<file path="config.mk">
export PLATFORM = sky130hd
export DESIGN_NAME = memoria_responder
export DESIGN_NICKNAME = d
export VERILOG_FILES = /design/src/rtl/memoria_responder.sv
export SDC_FILE = /design/constraint.sdc
export NUM_CORES = 1
export LEC_CHECK = 0
export CAP_MARGIN = 5
export CORE_ASPECT_RATIO = 0.8
export CORE_UTILIZATION = 58
export CTS_BUF_LIST = sky130_fd_sc_hd__clkbuf_4
export CTS_CLUSTER_DIAMETER = 120
export DETAILED_ROUTE_END_ITERATION = 8
export GPL_TIMING_DRIVEN = 0
export PLACE_DENSITY = 0.78
export SETUP_SLACK_MARGIN = 0.2
export SYNTH_ARGS = -nofsm -noshare
export SYNTH_HDL_FRONTEND = slang
export SYNTH_SLANG_ARGS = --single-unit
</file>
<file path="constraint.sdc">
create_clock -name clock -period 2.35 [get_ports clock]
set_input_delay 0.47 -clock clock [delete_from_list [all_inputs] [get_ports clock]]
set_output_delay 0.47 -clock clock [all_outputs]
set_load 0.01 [all_outputs]
</file>
<file path="src/rtl/memoria_responder.sv">
`default_nettype none
// ============================================================================
// memoria_responder : RAM-side responder for the cache/RAM request interface,
// single outstanding request, configurable access latency.      Rev 1.0
// ============================================================================
module memoria_responder #(
  parameter int ADDR_W  = 5,
  parameter int DATA_W  = 8,
  parameter int LATENCY = 3
) (
  input  logic              clock,
  input  logic              reset_n,
  input  logic              req,
  input  logic              read_write,
  input  logic [ADDR_W-1:0] address,
  input  logic [DATA_W-1:0] data_in,
  output logic              ready,
  output logic              ack,
  output logic [DATA_W-1:0] data_out
);

  localparam int         DEPTH  = 2**ADDR_W;
  localparam logic [3:0] C_LOAD = 4'(LATENCY - 1);

  typedef enum logic [1:0] {
    S_IDLE = 2'd0,
    S_WAIT = 2'd1,
    S_RESP = 2'd2
  } state_t;

  state_t              state_q, state_d;
  logic [3:0]          cnt_q, cnt_d;
  logic [ADDR_W-1:0]   addr_q;
  logic                we_q;
  logic [DATA_W-1:0]   wdata_q;
  logic                ack_q;
  logic [DATA_W-1:0]   rdata_q;
  logic [DATA_W-1:0]   mem_q [DEPTH];
  logic                accept;
  logic                access;

  always_comb begin
    state_d = state_q;
    cnt_d   = cnt_q;
    accept  = 1'b0;
    access  = 1'b0;
    case (state_q)
      S_IDLE: begin
        if (req) begin
          accept  = 1'b1;
          state_d = S_WAIT;
          cnt_d   = C_LOAD;
        end
      end
      S_WAIT: begin
        if (cnt_q != 4'd0) begin
          cnt_d = cnt_q - 4'd1;
        end else begin
          access  = 1'b1;
          state_d = S_RESP;
        end
      end
      S_RESP:  state_d = S_IDLE;
      default: state_d = S_IDLE;
    endcase
  end

  assign ready    = (state_q == S_IDLE);
  assign ack      = ack_q;
  assign data_out = rdata_q;

  always_ff @(posedge clock or negedge reset_n) begin
    if (!reset_n) begin
      state_q <= S_IDLE;
      cnt_q   <= 4'd0;
      addr_q  <= '0;
      we_q    <= 1'b0;
      wdata_q <= '0;
      ack_q   <= 1'b0;
      rdata_q <= '0;
    end else begin
      state_q <= state_d;
      cnt_q   <= cnt_d;
      ack_q   <= access;
      // Only the values captured at acceptance drive the access.
      if (accept) begin
        addr_q  <= address;
        we_q    <= read_write;
        wdata_q <= data_in;
      end
      if (access && !we_q) begin
        rdata_q <= mem_q[addr_q];
      end
    end
  end

  // Reset wipes the whole array, so an aborted write can never land later.
  always_ff @(posedge clock or negedge reset_n) begin
    if (!reset_n) begin
      for (int k = 0; k < DEPTH; k++) begin
        mem_q[k] <= '0;
      end
    end else if (access && we_q) begin
      mem_q[addr_q] <= wdata_q;
    end
  end

endmodule
`default_nettype wire

</file>
==> results_dict.tcl <==
set metrics [dict create \
    drv_slew 0 \
    worst_path_max_delay_cell "dfrtp_1" \
    route.detailed.drc 0 \
    ant_nets 0 \
    synth_most_common_cell "dfrtp_1" \
    fin_skew_ns 0.03344 \
    min_period_over_period_pct 103.2 \
    worstReg2RegEnd "mem_q[83]" \
    critPathLaunch "cnt_q[1]" \
    slew_headroom_pct 30.72 \
    ys_async_sr_fraction_pct 100.0 \
    cp.arrival_ns 2.98 \
    drv_cap 0 \
    ys_ff_latch 285 \
    yosys.cell_types.count 50 \
    overflow 0 \
    cpPeakStageDelay_ns 0.40 \
    worstSkewPairLatency_ns 0.68 \
    antenna_found_initial 1 \
    period_needed_ns 2.425 \
    cp_common_cell "buf_12" \
    synth_area_leaders "dfrtp_1 55%, mux2_2 23%, mux4_2 7.1%, mux2i_1 3.6%, nor2_4 1.3%" \
    area_growth_syn_to_layout_pct 26.56 \
    reg2reg_slack_ns -0.07 \
    design.die.area_sq_um 23100 \
    yosys_warnings 0 \
    n_fill_cell 1300 \
    p_per_area_nw_per_um2 1067 \
    first_global_vias 9376 \
    syn-num-nets 894 \
    synth_largest_area_cell "dfrtp_1" \
    tightest_slew_ns 1.039 \
    setup_violations 176 \
    crit_path_max_fanout 8 \
    clkTransAtPathRegs_ns 0.07 \
    status "finished, violations left" \
    syn_area_per_cell_sq_um 14.91 \
    cts_num_sinks 285 \
    leakage_uw 0.007575 \
    post-dp-hpwl_mm 24.48 \
    synth-main-ff-cell "dfrtp_1" \
    synth_edf_count 0 \
    cp-start-kind "flop" \
    viasPerCell 6.431 \
    core_area_sq_um 21800 \
    synth_commonest_cells "285 x dfrtp_1, 271 x mux2_2, 47 x mux2i_1" \
    gp_congestion 0.9723 \
    fin_nets 1044 \
    peakVddDrop_uv 789.4 \
    drt_first_pass_iters 5 \
    violations "negative setup slack" \
    setup_ws_ns -0.07476 \
    worst_setup_path_end_kind "flop" \
    hp-class "input port to async pin" \
    routedWlPerCell_um 28.17 \
    cp_top_family "simple AND/OR/NAND/NOR gates" \
    worstPathRequired_ns 2.91 \
    wirelength_mm 38.66 \
    die_y_um 136.1 \
    critical_path.n_buffers_inverters 4 \
    first_iter_violations 788 \
    die_w_um 169.7 \
    track_usage_pct 35.79 \
    crit_chain "inv_2, ha_4, or3b_4, nor3b_4, buf_6, nand4b_1, buf_12, nor2_4, buf_12, mux2_4" \
    cts_tree "built" \
    max-clock-path-buffers 3 \
    grt_pass1_wl_mm 59.47 \
    cts_made_buffers 74 \
    timing.rr.start "cnt_q[1]" \
    root_buffer "clkbuf_4" \
    syn_inst 875 \
    grt_max_degree 121 \
    portBuffers 26 \
    hold_viol_final 0 \
    rows 48 \
    final_util_pct 75.73 \
    place_area_sq_um 14160 \
    worst-r2r-cell-count 10 \
    io_pins 27 \
    htree_levels 3 \
    syn_area_sq_um 13050 \
    num_vias 8823 \
    synth_top_area_share_pct 54.67 \
    start_util_pct 59.84 \
    fmax_mhz 412.4 \
    drive_above_1_share_pct 53.03 \
    grt_setup_unrepaired "true" \
    fin_tns_setup_ns -5.526 \
    synth_seq_area_share_pct 54.67 \
    final_area_sq_um 16510 \
    setup.worst_path.class "flop to flop" \
]
where the power goes:
part	internal, uW	total, uW	leakage, uW	switching, uW
logic	2910	6780	0.00314	3880
clock network	2090	4120	0.000527	2030
registers	5940	6720	0.00391	785
state kept, by name, indices dropped and copies added, names as in the netlist:
register,count
ack,1
addr_q,5
cnt_q,4
data_out,8
mem_q,256
state_q,2
wdata_q,8
we_q,1
cell type report:
| type | count | area, sq um | area share (%) |
|---|---|---|---|
| antenna | 1 | 2.502 | 0.01516 |
| buffer | 60 | 430.4 | 2.607 |
| clock buffer | 108 | 810.8 | 4.911 |
| clock inverter | 14 | 53.80 | 0.3259 |
| inverter | 3 | 11.26 | 0.06820 |
| multi-input combinational | 527 | 6681 | 40.47 |
| sequential | 285 | 7133 | 43.20 |
| tap | 300 | 375.4 | 2.273 |
| timing repair buffer | 74 | 1012 | 6.131 |
worst reg2reg max path, cell delays in order (launching register included):
cell and delay [ns]:
dfrtp_1 0.40, inv_2 0.08, ha_4 0.11, or3b_4 0.39, nor3b_4 0.20, buf_6 0.16, nand4b_1 0.15, buf_12 0.22
nor2_4 0.13, buf_12 0.17, mux2_4 0.32
worst max-delay path by stage:
stage | to | slack, ns | cells after the start
CTS | mem_q[52] | -0.05 | 10
floorplan | mem_q[80] | 0.03 | 8
global route | mem_q[243] | -0.15 | 10
finish | mem_q[83] | -0.07 | 10
global placement | cnt_q[1] | -11.31 | 1
detailed placement | data_out[6] | -0.65 | 7
cells in the final DEF (no fill, tap or decap), types with 3 or more instances in the layout:
cell type,n
a22oi_1,14
clkdlybuf4s50_1,24
nor3b_1,3
a21oi_1,5
mux4_2,41
inv_2,4
nor2_4,24
o22ai_1,15
mux2i_1,45
clkbuf_1,28
mux2_4,195
and3_1,4
nor3b_2,3
dfrtp_1,284
buf_12,29
clkbuf_2,6
nand3_1,3
buf_8,4
nor3_1,4
a31oi_1,8
clkinv_1,11
buf_4,17
clkbuf_4,109
buf_6,17
mux2_2,76
nor2_1,15
nand2_8,8
nand2_1,10
cells by family (layout without fill, tap and decap cells):
kind of cell | count (synthesis) | after routing | share of synthesized area, %
flip-flops | 285 | 285 | 54.67
other | 0 | 1 | 0
AND/OR/NAND/NOR | 111 | 111 | 6.119
XOR/XNOR | 2 | 2 | 0.1343
multiplexers | 359 | 359 | 34.08
buffers and inverters | 63 | 259 | 2.091
adder cells (fa/ha/maj) | 2 | 2 | 0.1918
AO/OA/AOI/OAI | 53 | 53 | 2.724
per-stage QoR:
stage	instances	power (uW)	hold slack, ns	worst slack, ns
after floorplan	875	10160	0.1744	0.03016
after global placement	1201	12320	0.4815	-11.31
after detailed placement	1204	12460	0.4668	-0.6460
after CTS	1368	17290	0.3481	-0.04769
after global routing	1371	18290	0.3613	-0.1524
final	1372	17620	0.3345	-0.07476
per-layer routing:
metal / global-route usage, % / part of all wire [%] / vias to the layer above / routed length [um]
li1: - / - / 3579 / -
met1: 51.00 / 43 / 4665 / 16480
met2: 50.11 / 43 / 461 / 16740
met3: 11.70 / 10 / 116 / 3975
met4: 15.77 / 3.7 / 2 / 1444
met5: 0 / 0.034 / - / 13
what timing repair did:
action                     CTS  global route
setup endpoints to repair  273           272
setup buffers               41             3
pin swaps                   28            19
hold buffers                 1             0
gates resized for setup    216            15
hold endpoints to repair    65             0
(Power assumes the default switching activity.)
